==> src/rtl/reg_dump_uart.sv <==
// Debug readout: snapshots the CPU register file on request and streams it out as a framed
// 8N1 UART byte stream (sync 0xA5, index + 4 data bytes per register MSB first, XOR checksum).
module reg_dump_uart #(
    parameter int CLKS_PER_BIT = 434,
    parameter int NUM_REGS     = 26
) (
    input  logic                  clk,
    input  logic                  rst_n,
    input  logic                  start,
    input  logic [NUM_REGS*32-1:0] reg_flat,
    output logic                  tx,
    output logic                  busy,
    output logic                  done
);

    localparam logic [15:0] BAUD_LAST = 16'(CLKS_PER_BIT - 1);
    localparam logic [7:0]  BYTE_LAST = 8'(5 * NUM_REGS + 1);
    localparam logic [7:0]  SYNC_BYTE = 8'hA5;

    typedef enum logic [2:0] {
        S_IDLE  = 3'd0,
        S_LOAD  = 3'd1,
        S_START = 3'd2,
        S_DATA  = 3'd3,
        S_STOP  = 3'd4,
        S_DONE  = 3'd5
    } state_t;

    state_t                  state_r;
    logic [15:0]             baud_cnt_r;
    logic [2:0]              bit_cnt_r;
    logic [7:0]              byte_cnt_r;
    logic [7:0]              shift_r;
    logic [7:0]              csum_r;
    logic [NUM_REGS*32-1:0]  snap_r;
    logic                    tx_r;
    logic                    busy_r;
    logic                    done_r;
    logic [7:0]              sel_s;

    // Byte counter layout: 0 = sync, 1+5k = index k, 2+5k..5+5k = reg k MSB..LSB, last = checksum.
    function automatic logic [7:0] sel_byte(input logic [7:0] cnt,
                                            input logic [7:0] csum,
                                            input logic [NUM_REGS*32-1:0] snap);
        logic [7:0]  n;
        logic [7:0]  k;
        logic [2:0]  m;
        logic [31:0] word;
        logic [7:0]  res;
        n    = cnt - 8'd1;
        k    = n / 8'd5;
        m    = 3'(n % 8'd5);
        word = 32'h0000_0000;
        for (int i = 0; i < NUM_REGS; i++) begin
            if (k == 8'(i)) begin
                word = snap[i*32 +: 32];
            end
        end
        case (m)
            3'd0:    res = k;
            3'd1:    res = word[31:24];
            3'd2:    res = word[23:16];
            3'd3:    res = word[15:8];
            3'd4:    res = word[7:0];
            default: res = 8'h00;
        endcase
        if (cnt == 8'd0) begin
            res = SYNC_BYTE;
        end else if (cnt == BYTE_LAST) begin
            res = csum;
        end
        return res;
    endfunction

    // Next byte to load, chosen from the byte counter.
    always_comb begin
        sel_s = sel_byte(byte_cnt_r, csum_r, snap_r);
    end

    // Frame FSM with counters; tx/done follow the state one cycle later as registered outputs.
    always_ff @(posedge clk or negedge rst_n) begin
        if (!rst_n) begin
            state_r    <= S_IDLE;
            baud_cnt_r <= 16'd0;
            bit_cnt_r  <= 3'd0;
            byte_cnt_r <= 8'd0;
            shift_r    <= 8'd0;
            csum_r     <= 8'd0;
            snap_r     <= '0;
            tx_r       <= 1'b1;
            busy_r     <= 1'b0;
            done_r     <= 1'b0;
        end else begin
            case (state_r)
                S_START: tx_r <= 1'b0;
                S_DATA:  tx_r <= shift_r[0];
                default: tx_r <= 1'b1;
            endcase
            done_r <= (state_r == S_DONE);

            case (state_r)
                S_IDLE: begin
                    if (start) begin
                        snap_r     <= reg_flat;
                        csum_r     <= 8'd0;
                        byte_cnt_r <= 8'd0;
                        baud_cnt_r <= 16'd0;
                        bit_cnt_r  <= 3'd0;
                        busy_r     <= 1'b1;
                        state_r    <= S_LOAD;
                    end
                end
                S_LOAD: begin
                    shift_r    <= sel_s;
                    baud_cnt_r <= 16'd0;
                    // The sync byte is excluded, and the checksum byte is what we're building.
                    if ((byte_cnt_r != 8'd0) && (byte_cnt_r != BYTE_LAST)) begin
                        csum_r <= csum_r ^ sel_s;
                    end
                    state_r <= S_START;
                end
                S_START: begin
                    if (baud_cnt_r == BAUD_LAST) begin
                        baud_cnt_r <= 16'd0;
                        bit_cnt_r  <= 3'd0;
                        state_r    <= S_DATA;
                    end else begin
                        baud_cnt_r <= baud_cnt_r + 16'd1;
                    end
                end
                S_DATA: begin
                    if (baud_cnt_r == BAUD_LAST) begin
                        baud_cnt_r <= 16'd0;
                        shift_r    <= {1'b0, shift_r[7:1]};
                        if (bit_cnt_r == 3'd7) begin
                            state_r <= S_STOP;
                        end else begin
                            bit_cnt_r <= bit_cnt_r + 3'd1;
                        end
                    end else begin
                        baud_cnt_r <= baud_cnt_r + 16'd1;
                    end
                end
                S_STOP: begin
                    if (baud_cnt_r == BAUD_LAST) begin
                        baud_cnt_r <= 16'd0;
                        if (byte_cnt_r == BYTE_LAST) begin
                            state_r <= S_DONE;
                        end else begin
                            byte_cnt_r <= byte_cnt_r + 8'd1;
                            state_r    <= S_LOAD;
                        end
                    end else begin
                        baud_cnt_r <= baud_cnt_r + 16'd1;
                    end
                end
                S_DONE: begin
                    busy_r  <= 1'b0;
                    state_r <= S_IDLE;
                end
                default: begin
                    state_r <= S_IDLE;
                end
            endcase
        end
    end

    assign tx   = tx_r;
    assign busy = busy_r;
    assign done = done_r;

endmodule

==> config.mk <==
export PLATFORM = sky130hd
export DESIGN_NAME = reg_dump_uart
export DESIGN_NICKNAME = d
export VERILOG_FILES = /design/src/rtl/reg_dump_uart.sv
export SDC_FILE = /design/constraint.sdc
export NUM_CORES = 2
export LEC_CHECK = 0
export CAP_MARGIN = 20
export CELL_PAD_IN_SITES_DETAIL_PLACEMENT = 0
export CELL_PAD_IN_SITES_GLOBAL_PLACEMENT = 1
export CORE_AREA = 2 2 326 328
export CTS_BUF_LIST = sky130_fd_sc_hd__clkbuf_4
export DETAILED_ROUTE_END_ITERATION = 8
export DIE_AREA = 0 0 328 330
export GPL_TIMING_DRIVEN = 0
export PLACE_DENSITY_LB_ADDON = 0.15
export SLEW_MARGIN = 20
export SYNTH_ARGS = -nofsm -noshare
export SYNTH_HDL_FRONTEND = slang
export SYNTH_SLANG_ARGS = --single-unit
==> constraint.sdc <==
create_clock -name clk -period 19.94 [get_ports clk]
set_input_delay 3.988 -clock clk [delete_from_list [all_inputs] [get_ports clk]]
set_output_delay 3.988 -clock clk [all_outputs]
set_load 0.05 [all_outputs]
Yosys cells after proc, flatten, opt, wreduce, memory -nomap -nowiden:

Index checks and enable logic that the tools add are counted.

* mux-type cells: 55
* div/mod/pow operators: 2
* equal/unequal tests: 46
* $add $sub $neg: 4
* reductions and logical operators: 21
* bitwise gates (word level): 1

Operator list (number)
* $mux W32: 26
* $eq A8 B5 Y1 const B: 10
* $eq A8 B4 Y1 const B: 8
* $mux W8: 7
* $pmux W16 S3: 1
* $pmux W8 S2: 3
* $pmux W8 S5: 1
* $eq A8 B3 Y1 const B: 4
* $mux W16: 2
* $mux W3: 10
* $add A16 B1 Y16 const B: 1
* $eq A16 B9 Y1 const B: 1
* $eq A8 B2 Y1 const B: 2
* $logic_not A8 Y1: 2
* $ne A2 B2 Y1 const B: 8
* $pmux W3 S5: 1
* $eq A3 B2 Y1 const B: 4
* $eq A3 B3 Y1 const B: 4
* $reduce_and A5 Y1: 2
* $pmux W3 S3: 1
* $add A8 B1 Y8 const B: 1
* $div A8 B3 Y8 const B: 1
* $eq A8 B1 Y1 const B: 1
* $eq A8 B8 Y1 const B: 1
* other kinds (17): 27

* bits in registers: 881
* output and inout port bits: 3
* word-level logic and storage cells: 139
* input port bits: 835

Longest topological paths before layout:

* depth in word-level cells: 35
* mapped depth: 39

Worst setup path after synthesis:

OpenSTA, ideal clock, no wires.

* kind: reg-to-reg
* from: register byte_cnt_r[0]
* to: register csum_r[1]
* data arrival time: 8028 ps
* stages on the path, launching flop included: 35
* slack: 11832 ps
* cells stage by stage: dfrtp_1 clkbuf_1 clkinv_1 ha_1 nor3b_4 o31a_1 and4_1 buf_6 or4_4 buf_6 a21boi_0 o22ai_1 nor2_1 ha_1 and3_1 o21ai_1 o211a_1 nand2_1 o21ai_0 and2_1 ha_1 nor2_1 nand2_1 a21oi_1 a32oi_1 o21ai_2 nand2_1 a22oi_2 o31ai_1 and2_1 a221o_1 or4_1 or4_4 o2111ai_2 mux2i_1

* word-level cells in the longest chain between the ends: 35
* elaborated cells on any way between the ends: 73
* classes of those cells: add/sub (1); div (2); eq/ne (32); mux (31); bitwise (1); reduce/logical (6)

RTL lines
* start, declared: RTL line 32 `logic [7:0] byte_cnt_r;`
* start signal, assigned: RTL line 150 `byte_cnt_r <= byte_cnt_r + 8'd1;`
* $sub A8 B1 Y8: RTL line 50 `n = cnt - 8'd1;`
* $div A8 B3 Y8: RTL line 51 `k = n / 8'd5;`
* $logic_not A8 Y1: RTL line 55 `if (k == 8'(i)) begin`
* $mux W32 (26 in series): RTL line 55
* $pmux W8 S5: RTL line 59 `case (m)`
* $mux W8: RTL line 69 `end else if (cnt == BYTE_LAST) begin`
* $mux W8: RTL line 67 `if (cnt == 8'd0) begin`
* $xor A8 B8 Y8: RTL line 118 `csum_r <= csum_r ^ sel_s;`
* $mux W8: RTL line 117 `if ((byte_cnt_r != 8'd0) && (byte_cnt_r != BYTE_LAST)) begin`
* $pmux W8 S2: RTL line 101 `case (state_r)`
* end signal, assigned: RTL line 118
* end, declared: RTL line 34 `logic [7:0] csum_r;`

Several ways; a longest one is shown, not always the timed one. The select of a mux whose other input is x is not followed.
A chain may end at the register's enable or synchronous reset.

Final worst setup path:

* from: register byte_cnt_r[0]
* to: register csum_r[4]

Same word-level chain as after synthesis.

==> parameters.txt <==
Parameter                              Value

Synth
  Post-Synthesis Cell Area    42100 um^2
  Synthesized net count    6014
  Post-synthesis sequential area ratio    52.4%
  Flip-flop cell with the highest count after synthesis    dfrtp_1
  Post-synth EDFFs    0
  Async S/R FF share, synth    100%
  Count of different cell masters after synthesis    102
  Synth Instances    5167
  Number of storage elements in the synthesis netlist    881
  Syn. warnings    0
  Post-synthesis area per instance    8.15 um^2

Power and ir drop
  Largest vdd supply drop    48.5 uV
  Pleak    27.1 nW
  Power per cell area    77.1 nW/um^2
  Final total power    0.00430 W

Timing
  Unrepaired setup endpoints after global routing    false
  Number of hold-slack violations in the final timing report    0
  Min Tclk post-route    13.59 ns
  Period Utilization, post-route    68.2%
  TNS Setup    0 ns
  Worst-case clock skew    0.120 ns
  Peak Freq    73.6 MHz
  Setup violators final    0
  Slew Limit Fails    0
  Worst-Margin Slew    1.31 ns
  Relative slew slack    12.4%
  Final worst-path setup slack    6.35 ns

Cells and area
  Most frequent cells in the layout    nand2_1, dfrtp_1, clkdlybuf4s50_1
  Proportion of layout cells with a drive suffix above 1    7.89%
  Storage cell area    22000 um^2
  Non-filler cells in the finished layout    7859
  Filler cell count in the final layout    10287
  Most common cell after layout, fill and taps aside    nand2_1
  Multi-input logic area    18700 um^2
  Area delta synth->final    32.4%
  Number of nets in the layout    7112

Hold path
  Endpoint with the worst hold slack    snap_r[206]$_DFFE_PN0P_
  Type of the worst min-delay path    flip-flop to flip-flop
  Worst hold path startpoint    snap_r[206]$_DFFE_PN0P_
  Worst hold path stage count    2

Drt
  Total number of vias    47169
  ANT nets after route    0
  Number of DRC markers in iteration 0    6965
  Detailed Route WL    257 mm
  Number of iterations in the first detailed-routing pass    8
  Vias per Instance    6.00
  WL per Instance    32.6 um
  Count of unresolved DRC violations after routing    0

Clock network
  Total setup buffers inserted after CTS    0
  Clock-pin slew reported for the worst setup and hold paths after clock tree synthesis    0.07 ns
  Htree depth    4
  Total of cells resized after clock tree synthesis    0
  # clock sinks    881
  Clock tree from TritonCTS    done
  Clock latency at the later pin of the worst-skew pair    1.31 ns
  Root buffer cell    clkbuf_4
  Deepest clock path buffer count    3
  Total clock buffers created by CTS    241
  Number of buffers added to fix hold violations after cts    0

Floorplan
  Top-level port count    838
  Core Footprint    105000 um^2
  Width of the die    328 um
  Area enclosed by the die boundary    108000 um^2
  Rows    119
  Initial cell density of the core    40.2%
  Die height    330 um

Placed design
  Buffers on Ports    837
  Half-perimeter wire length after placement    199 mm
  Placer's final routability congestion estimate    1.04
  Pre-CTS setup slack    6.93 ns
  # placed instances    7413

Critical path
  Kind of launch point of the worst setup path    flip-flop
  Critical path endpoint category    flip-flop
  Library cell contributing the largest single delay on the critical path    nor2_1
  Kind of critical path    flip-flop to flip-flop
  Largest delay contributor family on the critical path    simple AND/OR/NAND/NOR gates
  Worst reg2reg path startpoint    byte_cnt_r[0]$_DFFE_PN0P_
  Endpoint of the lowest-slack register-to-register path    csum_r[4]$_DFFE_PN0P_
  Reg2Reg Setup Slack    6.35 ns
  Crit-path max FO    10
  Required time worst endpoint    21.03 ns
  Critical path's largest stage delay    1.01 ns
  Arrival time at the worst endpoint    14.68 ns
  Buf+Inv Stages, Crit Path    6
  Count of cells along the worst register-to-register path    34

GRT
  Pin count of the biggest net entering global routing    138
  Number of global-route vias before repair    45372
  Residual overflow from global routing    0
  Antenna violations before repair    14
  Gr usage total    46.3%
  Wire length of the first global-routing pass    346 mm

Run status
  Outcome    finished clean

Flow run
  Count of maximum capacitance violations    0
==> logic make-up after synthesis <==
family                   synth area share (%)
AO/OA/AOI/OAI                            13.3
XOR/XNOR                                0.416
adder cells (fa/ha/maj)                 0.357
buffers and inverters                    3.37
flip-flops                               52.4
multiplexers                            0.764
AND/OR/NAND/NOR                          29.5
==> cells in the mapped netlist, types with 13 or more instances <==
cell       number  area share (%)
a31oi_1        31            0.46
nor2_1        127             1.1
buf_2          25            0.30
nor3_1         56            0.67
or3_1          17            0.25
o221ai_1       14            0.29
nand3_1        71            0.84
a221o_1        31            0.74
dfrtp_1       880              52
nor4_1         20            0.30
inv_1          23            0.21
a211oi_1       30            0.53
nand2b_1       16            0.24
nand2_1      2667              24
o2111ai_1      21            0.44
clkbuf_1      282             2.5
xor2_1         13            0.27
o211ai_1       24            0.43
o22ai_1        40            0.59
buf_1          15            0.13
and3_1         19            0.28
a221oi_1       48             1.0
mux2i_1        22            0.52
a21oi_1       123             1.5
a21o_1         16            0.29
a222oi_1       27            0.64
a22oi_1        84             1.5
a22o_1         25            0.52
nand4_1        35            0.52
o21ai_0       114             1.4
==> tightest hold or removal path: cells and delay by family, from the launching register on <==
kind,cells,cell delay (ns)
and+or+nand+nor,2,0.11
DFF,1,0.34
==> metrics by stage <==
stage	area, um^2	hold slack (ns)	utilization (%)
floorplan	42100	0.437	-
global placement	52200	0.450	49.9
detailed placement	52600	0.458	50.3
CTS	55700	0.474	53.2
global route	55700	0.487	53.3
finish	55800	0.476	53.3
==> power breakdown <==
group          switching (W)  internal [W]
combinational       0.000385      0.000254
clock               0.000865      0.000845
sequential         0.0000737       0.00188
total                0.00132       0.00298
==> per-layer routing <==
| metal | wire length [um] | global-route usage, % | vias up |
|---|---|---|---|
| met4 | 21600 | 33.1 | 10 |
| met5 | 255 | 0.696 | - |
| met1 | 93000 | 57.0 | 22844 |
| met3 | 33200 | 15.6 | 898 |
| met2 | 108000 | 68.1 | 3799 |
| li1 | - | - | 19618 |
==> state kept, by name, indices dropped and copies added, names as in the netlist <==
register,flops
shift_r,8
done,1
csum_r,8
snap_r,832
baud_cnt_r,16
state_r,3
tx,1
byte_cnt_r,8
busy,1
bit_cnt_r,3
==> worst max-delay path by stage <==
stage	from	to	slack, ns	cells after the start
after CTS	byte_cnt_r[0]$_DFFE_PN0P_	csum_r[4]$_DFFE_PN0P_	6.94	34
final	byte_cnt_r[0]$_DFFE_PN0P_	csum_r[4]$_DFFE_PN0P_	6.35	34
after global routing	byte_cnt_r[0]$_DFFE_PN0P_	csum_r[4]$_DFFE_PN0P_	6.35	34
after floorplan	byte_cnt_r[0]$_DFFE_PN0P_	csum_r[1]$_DFFE_PN0P_	11.83	34
after detailed placement	byte_cnt_r[0]$_DFFE_PN0P_	csum_r[4]$_DFFE_PN0P_	6.93	34
after global placement	rst_n	snap_r[531]$_DFFE_PN0P_	-26.62	1
==> layout make-up <==
class	count	share of cell area (%)
inverters	26	0.175
clock inverters	70	0.691
clock buffers	357	4.81
multi-input cells	3930	33.6
well taps	1391	3.12
plain buffers	330	2.41
flip-flops and latches	881	39.5
repair buffers	855	15.6
diodes	19	0.0853
Power figures use the tool's default switching activity.
